[src/rtl/dot_product_pkg.sv]
// Shared constants and FSM state encoding for the dot-product pipeline stages.
package dot_product_pkg;

    localparam int COMP_W     = 10;
    localparam int MAG_IN_W   = 9;
    localparam int PROD_W     = 19;
    localparam int PROD_MAG_W = 18;
    localparam int ITER_LAST  = 8;

    typedef enum logic [1:0] {
        ST_IDLE = 2'd0,
        ST_MUL  = 2'd1,
        ST_DONE = 2'd2
    } state_t;

endpackage

[src/rtl/sm_seq_multiplier.sv]
// One sign-magnitude lane: sequential shift-add multiplier with sign and zero fixup.
module sm_seq_multiplier
    import dot_product_pkg::*;
#(
    parameter int DATA_W = MAG_IN_W,
    parameter int COEF_W = MAG_IN_W
) (
    input  logic                     clk,
    input  logic                     rst_n,
    input  logic                     load,
    input  logic                     step,
    input  logic                     finish,
    input  logic [DATA_W:0]          a_in,
    input  logic [COEF_W:0]          b_in,
    output logic [DATA_W+COEF_W:0]   prod,
    output logic                     mplr_zero
);

    localparam int ACC_W = DATA_W + COEF_W;

    logic [ACC_W-1:0]  mcand_p0;
    logic [ACC_W-1:0]  acc_p0;
    logic [COEF_W-1:0] mplr_p0;
    logic              sign_p0;
    logic [ACC_W:0]    prod_p1;

    logic [ACC_W-1:0]  acc_sum;
    logic [COEF_W-1:0] mplr_shift;

    // Sign is dropped for a zero magnitude so no negative zero ever leaves the lane.
    function automatic logic [ACC_W:0] pack_sm(input logic s, input logic [ACC_W-1:0] m);
        return {s & (|m), m};
    endfunction

    assign acc_sum    = acc_p0 + (mplr_p0[0] ? mcand_p0 : '0);
    assign mplr_shift = mplr_p0 >> 1;
    assign mplr_zero  = (mplr_shift == '0);
    assign prod       = prod_p1;

    always_ff @(posedge clk) begin
        if (!rst_n) begin
            mcand_p0 <= '0;
            acc_p0   <= '0;
            mplr_p0  <= '0;
            sign_p0  <= 1'b0;
            prod_p1  <= '0;
        end else begin
            if (load) begin
                mcand_p0 <= {{COEF_W{1'b0}}, a_in[DATA_W-1:0]};
                mplr_p0  <= b_in[COEF_W-1:0];
                acc_p0   <= '0;
                sign_p0  <= a_in[DATA_W] ^ b_in[COEF_W];
            end else if (step) begin
                acc_p0   <= acc_sum;
                mplr_p0  <= mplr_shift;
                mcand_p0 <= mcand_p0 << 1;
            end
            // ---- output stage: result captured on the last MUL edge, held through DONE
            if (finish) begin
                prod_p1 <= pack_sm(sign_p0, acc_sum);
            end
        end
    end

endmodule

[src/rtl/dot_product_stage_1.sv]
// Three-lane sign-magnitude multiplier stage with IDLE/MUL/DONE handshake FSM.
// Optional macro DOT_STAGE1_EARLY_EXIT_EN ends MUL once every multiplier has shifted to zero.
module dot_product_stage_1
    import dot_product_pkg::*;
(
    input  logic                clk,
    input  logic                rst_n,
    input  logic [3*COMP_W-1:0] stage1_vec_a,
    input  logic [3*COMP_W-1:0] stage1_vec_b,
    input  logic                in_valid,
    output logic                in_ready,
    output logic [PROD_W-1:0]   stage1_out_1,
    output logic [PROD_W-1:0]   stage1_out_2,
    output logic [PROD_W-1:0]   stage1_out_3,
    output logic                out_valid,
    input  logic                out_ready
);

`ifdef DOT_STAGE1_EARLY_EXIT_EN
    localparam bit EARLY_EXIT = 1'b1;
`else
    localparam bit EARLY_EXIT = 1'b0;
`endif

    state_t     state;
    logic [3:0] iter_cnt;
    logic       load;
    logic       step;
    logic       last_iter;
    logic       finish;
    logic [2:0] zero_lane;

    assign load      = (state == ST_IDLE) && in_valid;
    assign step      = (state == ST_MUL);
    assign last_iter = (iter_cnt == 4'(ITER_LAST)) || (EARLY_EXIT && (&zero_lane));
    assign finish    = step && last_iter;

    sm_seq_multiplier u_lane_x (
        .clk       (clk),
        .rst_n     (rst_n),
        .load      (load),
        .step      (step),
        .finish    (finish),
        .a_in      (stage1_vec_a[3*COMP_W-1:2*COMP_W]),
        .b_in      (stage1_vec_b[3*COMP_W-1:2*COMP_W]),
        .prod      (stage1_out_1),
        .mplr_zero (zero_lane[0])
    );

    sm_seq_multiplier u_lane_y (
        .clk       (clk),
        .rst_n     (rst_n),
        .load      (load),
        .step      (step),
        .finish    (finish),
        .a_in      (stage1_vec_a[2*COMP_W-1:COMP_W]),
        .b_in      (stage1_vec_b[2*COMP_W-1:COMP_W]),
        .prod      (stage1_out_2),
        .mplr_zero (zero_lane[1])
    );

    sm_seq_multiplier u_lane_z (
        .clk       (clk),
        .rst_n     (rst_n),
        .load      (load),
        .step      (step),
        .finish    (finish),
        .a_in      (stage1_vec_a[COMP_W-1:0]),
        .b_in      (stage1_vec_b[COMP_W-1:0]),
        .prod      (stage1_out_3),
        .mplr_zero (zero_lane[2])
    );

    always_ff @(posedge clk) begin
        if (!rst_n) begin
            state     <= ST_IDLE;
            iter_cnt  <= '0;
            in_ready  <= 1'b1;
            out_valid <= 1'b0;
        end else begin
            case (state)
                ST_IDLE: begin
                    if (in_valid) begin
                        state    <= ST_MUL;
                        iter_cnt <= '0;
                        in_ready <= 1'b0;
                    end
                end
                ST_MUL: begin
                    iter_cnt <= iter_cnt + 4'd1;
                    if (last_iter) begin
                        state     <= ST_DONE;
                        out_valid <= 1'b1;
                    end
                end
                ST_DONE: begin
                    if (out_ready) begin
                        state     <= ST_IDLE;
                        out_valid <= 1'b0;
                        in_ready  <= 1'b1;
                    end
                end
                default: begin
                    state     <= ST_IDLE;
                    in_ready  <= 1'b1;
                    out_valid <= 1'b0;
                end
            endcase
        end
    end

endmodule

[config.mk]
export PLATFORM = sky130hd
export DESIGN_NAME = dot_product_stage_1
export DESIGN_NICKNAME = d
export VERILOG_FILES = /design/src/rtl/dot_product_pkg.sv /design/src/rtl/sm_seq_multiplier.sv /design/src/rtl/dot_product_stage_1.sv
export SDC_FILE = /design/constraint.sdc
export NUM_CORES = 1
export LEC_CHECK = 0
export CAP_MARGIN = 20
export CORE_UTILIZATION = 50
export CTS_BUF_LIST = sky130_fd_sc_hd__clkbuf_2
export DETAILED_ROUTE_END_ITERATION = 10
export PLACE_DENSITY = 0.78
export RECOVER_POWER = 50
export SYNTH_ARGS = -nofsm -noshare
export SYNTH_HDL_FRONTEND = slang
export SYNTH_SLANG_ARGS = --single-unit
[constraint.sdc]
create_clock -name clk -period 2.8 [get_ports clk]
set_input_delay 0.56 -clock clk [delete_from_list [all_inputs] [get_ports clk]]
set_output_delay 0.56 -clock clk [all_outputs]
set_load 0.05 [all_outputs]
==> qor.csv <==
stage;metric;value;unit
setup_path;capturing element of the worst setup path;u_lane_y.prod[18];
placed_design;Setup WS pre-CTS;-0.175;ns
setup_path;worst path required time;3.44;ns
synthesis;number of enable flip-flop cells after synthesis;0;
pwr;Leakage Power;5.14;nW
clock_network;clock transition at the register clock pins on the worst setup and hold paths after CTS;0.13;ns
timing;worst rel slew slack;0.109;
clock_network;Max clock buf depth;3;
synthesis;synthesized-area fraction occupied by and/or/nand/nor cells;0.230;
pwr;maximum vdd ir drop;0.300;mV
floorplanning;placeable core area;20200;um^2
global_routing;Overall Global Routing Usage;0.256;
setup_path;reg-to-reg startpoint;u_lane_y.mplr_p0[0];
pwr;power share of the combinational group;0.102;
placed_design;DP Cell Count;1720;
placed_design;gp weighted congestion;0.903;
layout;post-layout instance count excluding filler cells;1821;
drt;post-detailed-routing wire length;28.0;mm
synthesis;synthesized flop and latch total;203;
synthesis;Post-Synthesis Net Count;1436;
pwr;net switching component of the power;0.00157;W
drt;total number of vias;10100;
pwr;PwrDens;411;nW/um^2
timing;final setup fails;4;
timing;Fmax;0.338;GHz
synthesis;register area share after synthesis;0.394;
global_routing;total global routing overflow;0;
drt;Detail Route Antenna Nets;0;
synthesis;Adder-Cell Fraction of Synth Area;0.0702;
layout;most used cells in the layout excluding fill and tap cells;sky130_fd_sc_hd__nand2_1 (303), sky130_fd_sc_hd__a21oi_1 (200), sky130_fd_sc_hd__dfxtp_1 (200), sky130_fd_sc_hd__clkdlybuf4s50_1 (121), sky130_fd_sc_hd__buf_4 (86);
clock_network;Root Driver;sky130_fd_sc_hd__clkbuf_2;
timing;share of the cycle needed by the critical path after routing;1.06;
layout;total area of sequential cells;4070;um^2
synthesis;Avg Inst Size Synth;7.83;um^2
setup_path;Reg2Reg Capture Point;u_lane_y.prod[18];
clock_network;clock latency at the later pin of the worst-skew pair;0.84;ns
setup_path;critical path depth;12;
setup_path;cell type group with the largest total delay on the critical path;compound AO/OA/AOI/OAI gates;
hold_path;worst min-delay path class;input pin to register;
setup_path;setup slack of the most critical reg-to-reg path;-0.16;ns
timing;total count of hold-check failures in the final report;0;
setup_path;worst path buffer plus inverter count;1;
global_routing;largest net degree at the start of global routing;83;
setup_path;depth of the worst register-to-register path;12;
layout;fin nets;1635;
synthesis;distinct cell type count after synthesis;62;
setup_path;chain of cells forming the critical path;and2_4, ha_4, fa_2, buf_4, a211oi_4, o21ai_2, a31o_2, o31a_1, a21oi_2, xnor2_2, nor4b_2, o211ai_1;
synthesis;fraction of the mapped netlist area in compound gates;0.233;
setup_path;critical path launch point type;register;
synthesis;synthesized area;10300;um^2
status;violations in the final reports;negative setup slack;
synthesis;combinational family with the most area after synthesis;compound AO/OA/AOI/OAI gates;
floorplanning;die boundary width;146;um
placed_design;Port Buffer Count;122;
pwr;part of the power in registers;0.552;
pwr;clock share of power;0.346;
job;# Max-Cap Violations;0;
floorplanning;die area;21200;um^2
global_routing;via count of the first global-routing pass;9510;
timing;RSZ-0062 raised after global routing;yes;
timing;worst setup slack after layout;-0.158;ns
layout;Layout Area Growth over Synthesis;28.6;%
setup_path;stage delay of the slowest cell on the critical path;0.39;ns
floorplanning;Ports;123;
setup_path;type of the worst setup path;register to register;
synthesis;main flop type after synthesis;sky130_fd_sc_hd__dfxtp_1;
placed_design;Detail Placement HPWL;18.5;mm
clock_network;clock sink count;203;
floorplanning;total number of placement rows;52;
timing;worst hold slack after final layout;0.274;ns
setup_path;Crit. Startpoint;u_lane_y.mplr_p0[0];
drt;number of DRC markers after the initial detailed-route iteration;543;
global_routing;antenna violations before repair;1;
layout;fraction of final layout cells with drive strength greater than 1;0.165;
synthesis;share of flip-flops with an asynchronous set or reset;0;
setup_path;critical path peak fanout;3;
synthesis;gate count of the mapped netlist;1316;
floorplanning;vertical die dimension;146;um
timing;final period demand of the worst path;2.96;ns
setup_path;type of destination of the critical path;register;
clock_network;CTS H-tree depth;2;
drt;Avg Vias per Cell;5.55;
global_routing;first-pass GRT wire length;45.2;mm
pwr;cell internal pwr;0.00387;W
layout;area of the multi-input gates;6380;um^2
setup_path;Max stage delay cell, worst path;sky130_fd_sc_hd__fa_2;
drt;length of the first detailed-routing pass in iterations;6;
layout;leading cell type in the layout, fill and taps excluded;sky130_fd_sc_hd__nand2_1;
setup_path;Worst Path Arrival;3.60;ns
timing;final number of max-transition violations;0;
clock_network;clock tree from TritonCTS;built;
status;run status;finished with violations;
timing;Least-Margin Pin Slew;1.34;ns
pwr;switch share;0.288;
layout;final-layout fill cell count;1672;
synthesis;multiplexer fraction of the synthesized cell area;0.000971;
clock_network;clock buffers created by TritonCTS;52;
timing;clock skew;0.0843;ns
synthesis;share of the synthesized netlist area taken by xor and xnor gates;0.0397;
drt;total DRC errors in the routed layout;0;
drt;Routed wire per std cell;15.4;um
synthesis;Yosys warning count;0;
floorplanning;effective utilization at floorplan;0.509;
## sequential cells by signal (all words and copies together), names as in the netlist, 2 cells and up
register and cells:
u_lane_y.mcand_p0 18, u_lane_x.mplr_p0 9, u_lane_x.prod 19, u_lane_x.acc_p0 18, u_lane_z.mcand_p0 18, u_lane_y.mplr_p0 9
u_lane_z.mplr_p0 9, u_lane_y.acc_p0 18, u_lane_y.prod 19, iter_cnt 4, u_lane_z.prod 19, u_lane_z.acc_p0 18
u_lane_x.mcand_p0 18, state 2
## metal layers
layer / up-vias / wire [um] / GRT usage
met1: 4687 / 12400 / 0.333
met3: 47 / 1840 / 0.0558
met5: - / 0 / 0
met2: 319 / 13100 / 0.417
li1: 5047 / - / -
met4: 0 / 608 / 0.0937
## cells in the mapped netlist (all sizes together), types with 9 or more instances
library cell	instances	share of area
nor3	11	0.0053
a21oi	212	0.10
nand3	20	0.0097
a21o	18	0.013
o21ai	27	0.013
and2	58	0.035
ha	53	0.064
a211oi	28	0.020
nor2	82	0.030
xor2	12	0.010
a22oi	49	0.036
dfxtp	203	0.39
xnor2	32	0.027
clkbuf	68	0.025
inv	12	0.0044
nand2	305	0.11
o21a	9	0.0066
## power groups by stage
stage                     Combinational (W)  Clock [W]  Sequential (W)
after floorplan                    0.000293          0         0.00306
after global placement             0.000526          0         0.00306
after detailed placement           0.000534          0         0.00306
after CTS                          0.000545    0.00193         0.00300
after global routing               0.000607    0.00209         0.00301
final                              0.000555    0.00188         0.00300
## worst reg2reg max path, delay by kind of cell, from the launching register on
kind | cells | cell delay (ns)
AO/OA/AOI/OAI | 6 | 1.16
adder cells (fa/ha/maj) | 2 | 0.55
AND/OR/NAND/NOR | 2 | 0.44
flip-flops | 1 | 0.35
buffers and inverters | 1 | 0.17
XOR/XNOR | 1 | 0.12
## kinds of logic after synthesis
| logic type | Yosys count |
|---|---|
| and+or+nand+nor | 530 |
| AOI/OAI and AO/OA | 394 |
| DFF | 203 |
| buffers and inverters | 87 |
| adders and majority gates | 56 |
| xor gates and xnor gates | 45 |
| muxes | 1 |
## repair_timing
| action | CTS | global route |
|---|---|---|
| pin swaps | 10 | 39 |
| hold buffers | 0 | 0 |
| gates cloned | 0 | 1 |
| setup endpoints to repair | 11 | 26 |
| buffers inserted | 9 | 3 |
| resized for setup | 25 | 66 |
## layout make-up
class | instances | share of cell area
well taps | 270 | 0.0255
inverters | 12 | 0.00349
repair buffers | 220 | 0.150
multi-input cells | 1026 | 0.482
clock buffers | 71 | 0.0268
clock inverters | 17 | 0.00519
flip-flops and latches | 203 | 0.307
diodes | 2 | 0.000378
## worst min path at each step
| stage | slack (ns) | depth (start not counted) | startpoint | endpoint |
|---|---|---|---|---|
| 2_1_floorplan | 0.42 | 1 | iter_cnt[3] | iter_cnt[3] |
| 3_3_place_gp | 0.43 | 1 | iter_cnt[3] | iter_cnt[3] |
| 3_5_place_dp | 0.45 | 1 | iter_cnt[3] | iter_cnt[3] |
| 4_1_cts | 0.23 | 3 | stage1_vec_a[0] | u_lane_z.mcand_p0[0] |
| 5_1_grt | 0.26 | 3 | stage1_vec_a[0] | u_lane_z.mcand_p0[0] |
| 6_report | 0.27 | 3 | stage1_vec_a[0] | u_lane_z.mcand_p0[0] |
## per-stage QoR
step	power, W	TNS (ns)	area [um^2]	util
after floorplan	0.00335	-0.0382	10300	-
after global placement	0.00359	-0.130	12300	0.609
after detailed placement	0.00360	-0.356	12300	0.609
after CTS	0.00547	-0.395	12900	0.640
after global routing	0.00571	-1.83	13200	0.655
final	0.00544	-0.356	13200	0.655
(Power assumes the default switching activity.)
